<file path="src/rtl/enc_pkg.sv">
// Shared types for the registered 8-to-3 priority encoder.
// The result struct travels from the combinational encoder into the output register.
package enc_pkg;

  localparam int unsigned ENC_IN_W  = 8;
  localparam int unsigned ENC_OUT_W = 3;

  typedef logic [ENC_IN_W-1:0]  enc_onehot_t;
  typedef logic [ENC_OUT_W-1:0] enc_code_t;

  typedef struct packed {
    enc_code_t code;
    logic      zero;
    logic      multi;
  } enc_result_t;

  typedef enum logic {
    StEmpty,
    StFull
  } enc_state_e;

endpackage

</file>
<file path="src/rtl/enc8x3_prio_comb.sv">
// Purely combinational priority encode (bit 7 wins) with all-zero and multi-hot flags.
module enc8x3_prio_comb
  import enc_pkg::*;
(
  input  enc_onehot_t y,
  output enc_result_t res
);

  logic seen;

  always_comb begin
    res  = '0;
    seen = 1'b0;
    // Ascending scan: the last set bit is the highest, any earlier hit marks multi-hot.
    for (int i = 0; i < ENC_IN_W; i++) begin
      if (y[i]) begin
        res.code  = enc_code_t'(i);
        res.multi = res.multi | seen;
        seen      = 1'b1;
      end
    end
    res.zero = ~|y;
  end

endmodule

</file>
<file path="src/rtl/encoder_8x3_reg.sv">
// Registered 8-to-3 priority encoder: one output register stage with valid/ready
// handshakes and a saturating count of malformed accepted words.
module encoder_8x3_reg
  import enc_pkg::*;
#(
  parameter int unsigned ERR_CNT_W = 8
) (
  input  logic                 clk,
  input  logic                 rst,
  input  logic                 in_valid,
  output logic                 in_ready,
  input  logic [7:0]           in_y,
  output logic                 out_valid,
  input  logic                 out_ready,
  output logic [2:0]           out_code,
  output logic                 out_zero,
  output logic                 out_multi,
  input  logic                 err_clr,
  output logic [ERR_CNT_W-1:0] err_count
);

  localparam logic [ERR_CNT_W-1:0] CntMax = '1;

  enc_state_e           state_q, state_d;
  enc_result_t          res_comb, res_q;
  logic [ERR_CNT_W-1:0] err_q, err_d;
  logic                 accept;

  enc8x3_prio_comb u_prio (
    .y   (in_y),
    .res (res_comb)
  );

  assign out_valid = (state_q == StFull);
  assign in_ready  = !out_valid || out_ready;
  assign accept    = in_valid && in_ready;

  always_comb begin
    state_d = state_q;
    unique case (state_q)
      StEmpty: if (accept) state_d = StFull;
      StFull: begin
        if (accept)         state_d = StFull;
        else if (out_ready) state_d = StEmpty;
      end
      default: state_d = StEmpty;
    endcase
  end

  always_comb begin
    err_d = err_q;
    // Clear takes priority over a coincident malformed accept.
    if (err_clr) begin
      err_d = '0;
    end else if (accept && (res_comb.zero || res_comb.multi) && (err_q != CntMax)) begin
      err_d = err_q + ERR_CNT_W'(1);
    end
  end

  always_ff @(posedge clk or posedge rst) begin
    if (rst) begin
      state_q <= StEmpty;
      res_q   <= '0;
      err_q   <= '0;
    end else begin
      state_q <= state_d;
      err_q   <= err_d;
      // Loading only on accept keeps in_y (even X) out of the register when idle.
      if (accept) res_q <= res_comb;
    end
  end

  assign out_code  = res_q.code;
  assign out_zero  = res_q.zero;
  assign out_multi = res_q.multi;
  assign err_count = err_q;

endmodule

</file>
<file path="config.mk">
export PLATFORM = sky130hd
export DESIGN_NAME = encoder_8x3_reg
export DESIGN_NICKNAME = d
export VERILOG_FILES = /design/src/rtl/enc_pkg.sv /design/src/rtl/enc8x3_prio_comb.sv /design/src/rtl/encoder_8x3_reg.sv
export SDC_FILE = /design/constraint.sdc
export NUM_CORES = 1
export LEC_CHECK = 0
export BUFFER_PORTS_ARGS = -buffer_cell sky130_fd_sc_hd__buf_2
export CORE_ASPECT_RATIO = 0.9
export CORE_MARGIN = 8
export CORE_UTILIZATION = 45
export CTS_CLUSTER_DIAMETER = 40
export CTS_CLUSTER_SIZE = 8
export DETAILED_ROUTE_END_ITERATION = 8
export MAX_ROUTING_LAYER = met4
export PLACE_DENSITY_LB_ADDON = 0.12
export SLEW_MARGIN = 20
export SYNTH_ARGS = -nofsm -noshare
export SYNTH_HDL_FRONTEND = slang
export SYNTH_SLANG_ARGS = --single-unit
</file>
<file path="constraint.sdc">
create_clock -name clk -period 1.9 [get_ports clk]
set_input_delay 0 -clock clk [delete_from_list [all_inputs] [get_ports clk]]
set_output_delay 0 -clock clk [all_outputs]
set_load 0.01 [all_outputs]
</file>
==> impl_metrics.json, run 1 <==
{
  "outcome": "complete, no violations",
  "crit_type": "reg -> reg",
  "syn_inst": 96,
  "start_util_pct": 46.5,
  "rrSetupSlack_ns": 0.15,
  "arrival_ns": 1.96,
  "postRouteAntennaNets": 0,
  "startpoint_type": "flip-flop",
  "dp_hpwl_microns": 1580,
  "layout_common_cells": "27 x buf_2, 14 x dfrtp_1, 13 x nand2_1",
  "final.fill_count": 166,
  "diodes": 0,
  "fin_crit_sh_pct": 92.3,
  "power_mw": 0.623,
  "finalSetupTns_ns": 0,
  "drt-pass1-iter-count": 4,
  "grt_usage_pct": 12.2,
  "cts-buffers-inserted": 3,
  "antenna_found_initial": 0,
  "routed_via_density": 5.21,
  "syn_avg_cell_area_sq_um": 9.01,
  "drv_slew": 0,
  "ctsLongestPathBuffers": 2,
  "synth_nets": 110,
  "rsz0062_at_grt": "no",
  "postLayoutCellArea_sq_um": 1080,
  "nets": 145,
  "crit_path_max_fanout": 6,
  "rr_worst_depth": 6,
  "syn_to_final_growth_pct": 25.2,
  "holdPathEnd": "out_valid",
  "final.setup_skew_ns": 0.0116,
  "root_buffer": "clkbuf_4",
  "clkLatencyLatePin_ns": 0.28,
  "path_cells": "ha_1 > nand2_1 > o21a_1 > nand4_1 > or4_1 > a21oi_1",
  "maxCapViolCount": 0,
  "io_buffers": 27,
  "yosys_warnings": 0,
  "ys_seq_area_share_pct": 40.5,
  "hold_viol_final": 0,
  "r2r_start": "err_count[0]",
  "grt_pass1_wl_microns": 3590,
  "wire_per_inst_microns": 13.6,
  "ys_ff_latch": 14,
  "clkSinkCount": 14,
  "fin_crit_ns": 1.75,
  "grt_max_degree": 15,
  "finalWirelength_microns": 2090,
  "setup-violations-final": 0,
  "core-area_sq_um": 1860,
  "leakagePower_nw": 0.489,
  "design.die.area_sq_um": 3580,
  "cts_tree": "built",
  "drc": 0,
  "whs_path_depth": 3,
  "slew_headroom_pct": 64.1,
  "utilization_pct": 58.2,
  "overflow": 0,
  "worstPathRequired_ns": 2.11,
  "worst_pin_slew_ns": 0.538,
  "rows": 15,
  "cpMaxStageDelayCell": "or4_1",
  "cp-end-kind": "flip-flop",
  "powerDensity_nw_per_um2": 575,
  "top_level_ports": 28,
  "placed_cell_area_sq_um": 1020,
  "die_h_microns": 57.6,
  "r2r-end": "err_count[5]",
  "fmax_mhz": 570,
  "hold_path.startpoint": "out_ready",
  "die_w_microns": 62.2,
  "grt_pass1_vias": 820,
  "vias": 802,
  "max-vdd-ir-drop_uv": 460,
  "hold_path.class": "in -> reg",
  "cts_resized": 0,
  "ys_types": 34,
  "h-tree-depth": 1,
  "gp_congestion": 0.840,
  "clk_pin_slew_ns": 0.09,
  "drt-initial-drc-count": 21,
  "final_common_cell": "buf_2",
  "drive_above_1_share_pct": 31.8,
  "max_stage_delay_ns": 0.45,
  "syn_area_sq_um": 865
}
==> worst max-delay path by stage <==
stage | end | slack [ns] | startpoint
4_1_cts | err_count[5] | 0.006 | err_count[0]
3_3_place_gp | err_count[7] | 0.11 | err_count[0]
2_1_floorplan | err_count[5] | 0.08 | err_count[0]
3_5_place_dp | err_count[5] | 0.02 | err_count[0]
6_report | err_count[5] | 0.15 | err_count[0]
5_1_grt | err_count[6] | 0.007 | err_count[0]
==> cell usage after synthesis <==
master | n | area (sq um)
o22ai_2 | 1 | 12.5
nor4b_1 | 1 | 8.76
a2111oi_0 | 1 | 8.76
and2b_2 | 1 | 8.76
o22a_2 | 1 | 10.0
or4_4 | 1 | 11.3
buf_1 | 1 | 3.75
nor2_1 | 6 | 22.5
or4_1 | 3 | 22.5
clkbuf_2 | 1 | 5.00
ha_1 | 1 | 12.5
a211oi_1 | 2 | 15.0
inv_1 | 3 | 11.3
nor2b_1 | 1 | 6.26
a221oi_1 | 1 | 8.76
xor2_1 | 1 | 8.76
or3_1 | 3 | 18.8
buf_6 | 2 | 22.5
nand3_2 | 1 | 10.0
and2_1 | 1 | 6.26
nand2_1 | 13 | 48.8
nand4_1 | 5 | 31.3
o21a_1 | 1 | 7.51
a211oi_2 | 1 | 12.5
o21bai_1 | 1 | 7.51
mux2i_1 | 1 | 10.0
nand2b_1 | 4 | 25.0
dfrtp_1 | 14 | 350
a21o_2 | 1 | 8.76
a21oi_1 | 8 | 40.0
nor3_1 | 3 | 15.0
o31ai_1 | 5 | 37.5
o21ai_0 | 5 | 25.0
mux2_1 | 1 | 11.3
==> through the flow <==
stage | hold slack [ns] | instances | setup WS, ns
final | 0.0647 | 154 | 0.145
after global routing | 0.0772 | 154 | 0.00699
after CTS | 0.0604 | 153 | 0.00556
after detailed placement | 0.0786 | 147 | 0.0157
after global placement | 0.0699 | 147 | 0.109
after floorplan | -0.111 | 96 | 0.0830
==> worst max-delay path: cells and delay by family, from the launching register on <==
| kind | cells | cell delay (ns) |
|---|---|---|
| AO/OA/AOI/OAI | 2 | 0.31 |
| adder cells (fa/ha/maj) | 1 | 0.25 |
| flip-flops | 1 | 0.39 |
| AND/OR/NAND/NOR | 3 | 0.75 |
==> layer usage <==
layer / track usage, % / vias to the layer above / part of all wire [%]
li1: - / 422 / -
met1: 14.0 / 361 / 46
met2: 20.6 / 19 / 49
met3: 4.69 / 0 / 5.6
met4: 0.997 / 0 / 0
met5: - / - / 0
==> where the power goes <==
part           total [mW]  internal, mW  switching (mW)
logic               0.134        0.0587          0.0754
registers           0.323         0.314         0.00819
clock network       0.166        0.0734          0.0926
==> state kept, by name, summed over array words and instances (netlist names) <==
register   count
err_count      8
out_code       3
out_multi      1
out_valid      1
out_zero       1
==> cells by family after synthesis <==
family | Yosys count | synth area share (%)
muxes | 2 | 2.46
xor gates and xnor gates | 1 | 1.01
adders and majority gates | 1 | 1.45
AOI/OAI and AO/OA | 28 | 22.4
buffers and inverters | 7 | 4.92
DFF | 14 | 40.5
and+or+nand+nor | 43 | 27.2
==> layout make-up <==
type                            count  area (sq um)  share of cell area, %
Timing Repair Buffer               34           195                   18.0
Multi-Input combinational cell     75           472                   43.6
Clock buffer                        3          22.5                   2.08
Sequential cell                    14           350                   32.4
Tap cell                           25          31.3                   2.89
Inverter                            3          11.3                   1.04
==> what timing repair did <==
item	in CTS	in global routing
hold buffers	3	0
setup endpoints to repair	0	3
setup buffers	0	1
hold endpoints to repair	20	0
Note: power is estimated with default switching activity, not from simulation.
==> run 2: changes to the inputs <==
--- a/config.mk
+++ b/config.mk
@@ -14,6 +14,7 @@
 export DETAILED_ROUTE_END_ITERATION = 8
 export MAX_ROUTING_LAYER = met4
 export PLACE_DENSITY_LB_ADDON = 0.12
+export SETUP_SLACK_MARGIN = 0.2
 export SLEW_MARGIN = 20
 export SYNTH_ARGS = -nofsm -noshare
 export SYNTH_HDL_FRONTEND = slang
==> constraint.sdc (replaced) <==
create_clock -name clk -period 1.9 [get_ports clk]
set_input_delay 0 -clock clk [delete_from_list [all_inputs] [get_ports clk]]
set_output_delay 0 -clock clk [all_outputs]
set_load 0.05 [all_outputs]
==> impl_metrics.json, run 2 (synthesis results as in run 1) <==
{
  "outcome": "complete, no violations",
  "path_cells": "ha_4 > nand2_2 > o21a_1 > nand4_1 > buf_4 > buf_4 > o31ai_4 > a21oi_1",
  "drive_above_1_share_pct": 41.5,
  "worst_pin_slew_ns": 0.648,
  "clkSinkCount": 14,
  "cp-end-kind": "flip-flop",
  "clk_pin_slew_ns": 0.09,
  "switchingPower_mw": 0.245,
  "wire_per_inst_microns": 14.3,
  "placed_cell_area_sq_um": 1030,
  "drt-initial-drc-count": 20,
  "critPathMostFrequentCell": "buf_4",
  "max_stage_delay_ns": 0.44,
  "post-place-ws_ns": 0.141,
  "fmax_mhz": 567,
  "postRouteAntennaNets": 0,
  "startpoint_type": "flip-flop",
  "postLayoutCellArea_sq_um": 1200,
  "grt_max_degree": 15,
  "worstPathRequired_ns": 2.06,
  "layout_common_cells": "27 x buf_2, 12 x nand2_1, 11 x dfrtp_1",
  "highest-signal-layer": "met4",
  "h-tree-depth": 1,
  "critPathLaunch": "err_count[0]",
  "root_buffer": "clkbuf_4",
  "rsz0062_at_grt": "yes",
  "drt-pass1-iter-count": 4,
  "grt_pass1_wl_microns": 3640,
  "syn_to_final_growth_pct": 38.5,
  "io_buffers": 27,
  "r2r_start": "err_count[0]",
  "cts-buffers-inserted": 3,
  "die_h_microns": 57.6,
  "max-vdd-ir-drop_uv": 536,
  "utilization_pct": 64.4,
  "arrival_ns": 1.92,
  "die_w_microns": 62.2,
  "wl_met1_microns": 1050,
  "top_level_ports": 28,
  "hold_viol_final": 0,
  "dp_hpwl_microns": 1580,
  "crit_type": "reg -> reg",
  "power.internal_mw": 0.495,
  "whs_path_depth": 3,
  "hold_path.startpoint": "in_y[7]",
  "r2r-end": "err_count[6]",
  "diodes": 0,
  "hold_path.class": "in -> reg",
  "rows": 15,
  "final.fill_count": 153,
  "nets": 150,
  "finalWirelength_microns": 2280,
  "cts_tree": "built",
  "core-area_sq_um": 1860,
  "routed_via_density": 5.33,
  "crit_path_max_fanout": 5,
  "gp_congestion": 0.869,
  "slew_headroom_pct": 56.8,
  "grt_usage_pct": 12.6,
  "start_util_pct": 46.5,
  "clkPwrFrac_pct": 29.2,
  "holdPathEnd": "out_code[1]",
  "final_common_cell": "buf_2",
  "dr_wl_met3_microns": 110,
  "vias": 853,
  "rr_worst_depth": 8,
  "finalSetupTns_ns": 0,
  "antenna_found_initial": 0,
  "maxCapViolCount": 0,
  "largest_reg_flops": 8,
  "dr_wl_met2_microns": 1100,
  "overflow": 0,
  "leakagePower_nw": 0.523,
  "fin_crit_ns": 1.76,
  "final.setup_skew_ns": 0.00481,
  "cpMaxStageDelayCell": "dfrtp_2",
  "design.die.area_sq_um": 3580,
  "setup-violations-final": 0,
  "drv_slew": 0,
  "sw_frac_of_total_pct": 33.1,
  "fin_crit_sh_pct": 92.8,
  "rrSetupSlack_ns": 0.14,
  "pwr-share-seq_pct": 44.0,
  "clkLatencyLatePin_ns": 0.28,
  "drc": 0,
  "grt_pass1_vias": 825,
  "pwr-share-comb_pct": 26.7,
  "powerDensity_nw_per_um2": 618,
  "timing.final.ws_setup_ns": 0.137,
  "ctsLongestPathBuffers": 2
}
run 2: cell types whose count changed in the layout (fill, tap and decap cells not counted), moves of 2 or more:
cell,previous run,this run
buf_4,4,8
dfrtp_1,14,11
dfrtp_2,0,3
o31ai_1,5,3
o31ai_4,0,2
run 2: final cells by class:
| type | instances | area, sq um | share of cell area [%] |
|---|---|---|---|
| Multi-Input combinational cell | 75 | 529 | 44.2 |
| Timing Repair Buffer | 39 | 235 | 19.6 |
| Tap cell | 25 | 31.3 | 2.61 |
| Sequential cell | 14 | 354 | 29.6 |
| Clock buffer | 4 | 36.3 | 3.03 |
| Inverter | 3 | 11.3 | 0.940 |
run 2: worst max path at each step:
stage / cells past startpoint / endpoint / slack, ns
floorplan: 6 / err_count[5] / 0.13
global placement: 6 / err_count[7] / 0.20
detailed placement: 6 / err_count[7] / 0.14
CTS: 6 / err_count[7] / 0.16
global route: 8 / err_count[6] / 0.06
finish: 8 / err_count[6] / 0.14
run 2: power by group through the flow:
stage	Sequential, mW	Clock, mW	Combinational [mW]
2_1_floorplan	0.395	0	0.0692
3_3_place_gp	0.336	0	0.178
3_5_place_dp	0.337	0	0.181
4_1_cts	0.326	0.225	0.197
5_1_grt	0.328	0.235	0.216
6_report	0.326	0.216	0.198
run 2: per-layer routing:
metal / global-route usage [%] / vias to the layer above
li1: - / 440
met1: 13.5 / 388
met2: 21.5 / 21
met3: 4.69 / 4
met4: 3.65 / 0
met5: - / -
run 2: repair_timing:
item,4_1_cts,5_1_grt
endpoints found under the hold margin,19,0
buffers inserted,5,2
pin swaps,1,3
hold buffers,4,0
endpoints found under the setup margin,3,3
gates resized for setup,0,6
run 2: per-stage QoR:
stage	hold slack, ns	instances	power [mW]
floorplan	-0.111	96	0.464
global placement	0.0661	145	0.514
detailed placement	0.0836	145	0.517
CTS	0.0637	158	0.749
global route	0.0964	160	0.778
finish	0.0720	160	0.740
run 2: worst max-delay path, delay by kind of cell, from the launching register on:
family / cells / cell delay [ns]
compound gates: 3 / 0.47
buf+inv: 2 / 0.32
flops: 1 / 0.44
fa+ha+maj: 1 / 0.18
simple gates: 2 / 0.23
==> run 3: changes to the inputs <==
--- a/config.mk
+++ b/config.mk
@@ -9,6 +9,7 @@
 export CORE_ASPECT_RATIO = 0.9
 export CORE_MARGIN = 8
 export CORE_UTILIZATION = 45
+export CTS_BUF_LIST = sky130_fd_sc_hd__clkbuf_16
 export CTS_CLUSTER_DIAMETER = 40
 export CTS_CLUSTER_SIZE = 8
 export DETAILED_ROUTE_END_ITERATION = 8
==> impl_metrics.json, run 3 (synthesis results as in run 1) <==
{
  "finalWirelength_microns": 2230,
  "postLayoutCellArea_sq_um": 1190,
  "leakagePower_nw": 0.520,
  "drt-initial-drc-count": 19,
  "clkLatencyLatePin_ns": 0.24,
  "startpoint_type": "flip-flop",
  "cpMaxStageDelayCell": "or4_1",
  "max-vdd-ir-drop_uv": 581,
  "grt_pass1_vias": 804,
  "drt-pass1-iter-count": 4,
  "path_buf_inv": 0,
  "rsz0062_at_grt": "yes",
  "root_buffer": "clkbuf_16",
  "die_w_microns": 62.2,
  "grt_max_degree": 15,
  "crit_path_max_fanout": 5,
  "diodes": 0,
  "finalSetupTns_ns": 0,
  "powerDensity_nw_per_um2": 777,
  "fmax_mhz": 602,
  "io_buffers": 27,
  "hold_viol_final": 0,
  "rows": 15,
  "clk_pin_slew_ns": 0.05,
  "crit_type": "reg -> reg",
  "worst_pin_slew_ns": 0.541,
  "top_level_ports": 28,
  "fin_crit_ns": 1.66,
  "grt_pass1_wl_microns": 3690,
  "h-tree-depth": 1,
  "cts_tree": "built",
  "fin_crit_sh_pct": 87.4,
  "drc": 0,
  "start_util_pct": 46.5,
  "path_cells": "ha_4 > nand2_2 > o21a_1 > nand4_1 > or4_1 > a21oi_2",
  "dp_hpwl_microns": 1580,
  "drive_above_1_share_pct": 40.5,
  "clkSinkCount": 14,
  "path_delay_family": "simple AND/OR/NAND/NOR gates",
  "syn_to_final_growth_pct": 37.3,
  "grt_usage_pct": 13.3,
  "cp-end-kind": "flip-flop",
  "layout_common_cells": "27 x buf_2, 12 x nand2_1, 11 x dfrtp_1",
  "max_stage_delay_ns": 0.46,
  "postRouteAntennaNets": 0,
  "final.fill_count": 145,
  "die_h_microns": 57.6,
  "setup-violations-final": 0,
  "drv_slew": 0,
  "final_common_cell": "buf_2",
  "gp_congestion": 0.869,
  "hold_path.class": "in -> reg",
  "slew_headroom_pct": 63.9,
  "worstPathRequired_ns": 2.07,
  "maxCapViolCount": 0,
  "overflow": 0,
  "nets": 146,
  "design.die.area_sq_um": 3580,
  "cts-buffers-inserted": 3,
  "vias": 845,
  "antenna_found_initial": 0,
  "power_mw": 0.923,
  "routed_via_density": 5.42,
  "largest_reg_flops": 8,
  "outcome": "complete, no violations",
  "arrival_ns": 1.83,
  "core-area_sq_um": 1860,
  "ctsLongestPathBuffers": 2,
  "wire_per_inst_microns": 14.3,
  "final.setup_skew_ns": 0.00203,
  "placed_cell_area_sq_um": 1030
}
## run 3: cell types whose count changed in the layout (fill, tap and decap cells not counted), moves of 2 or more
cell and delta:
clkbuf_16 +3, clkbuf_4 -3, buf_4 -2, dlygate4sd3_1 -2
o31ai_2 +2, o31ai_4 -2
## run 3: routing by layer
metal  wire length, microns  share of wire, %  vias up  track usage (%)
li1                       -                 -      430                -
met1                    959                43      385             13.5
met2                   1090                49       25             22.3
met3                    142               6.4        5             4.69
met4                     41               1.8        0             6.98
met5                      0                 0        -                -
## run 3: report_power, final
group	internal (mW)	switching, mW	total (mW)
registers	0.317	0.0107	0.327
logic	0.0603	0.134	0.194
clock network	0.278	0.123	0.401
total	0.655	0.267	0.923
## run 3: layout make-up
type | instances | area (sq um) | area share [%]
timing repair buffer | 35 | 200 | 16.9
tap | 25 | 31.3 | 2.63
clock buffer | 3 | 75.1 | 6.32
sequential | 14 | 354 | 29.8
multi-input combinational | 75 | 512 | 43.1
clock inverter | 1 | 3.75 | 0.316
inverter | 3 | 11.3 | 0.948
## run 3: worst register-to-register path: stages (launching register included)
cell and delay (ns):
dfrtp_2 0.42, ha_4 0.18, nand2_2 0.07, o21a_1 0.15, nand4_1 0.17, or4_1 0.46
a21oi_2 0.14
## run 3: final timing paths
path | start | slack, ns | to | depth (start not counted)
worst min-delay path | out_ready | 0.03 | out_valid | 3
worst max-delay path | err_count[0] | 0.24 | err_count[7] | 6
worst max register to register | err_count[0] | 0.24 | err_count[7] | 6
max in group asynchronous | rst | 1.16 | err_count[0] | 3
min in group asynchronous | rst | 0.35 | out_code[1] | 3
worst min register to register | out_multi | 0.46 | out_multi | 2
## run 3: timing repair
action | in CTS | in global routing
resized for setup | 2 | 2
hold endpoints to repair | 15 | 0
endpoints found under the setup margin | 3 | 3
hold buffers | 2 | 0
pin swaps | 1 | 0
buffers inserted | 4 | 1
## run 3: stage by stage
stage / setup WS (ns) / util (%) / hold slack [ns] / instances
2_1_floorplan: 0.134 / - / -0.111 / 96
3_3_place_gp: 0.197 / 55.6 / 0.0661 / 145
3_5_place_dp: 0.141 / 55.6 / 0.0836 / 145
4_1_cts: 0.233 / 63.0 / 0.0328 / 155
5_1_grt: 0.170 / 63.9 / 0.0511 / 156
6_report: 0.240 / 63.9 / 0.0344 / 156
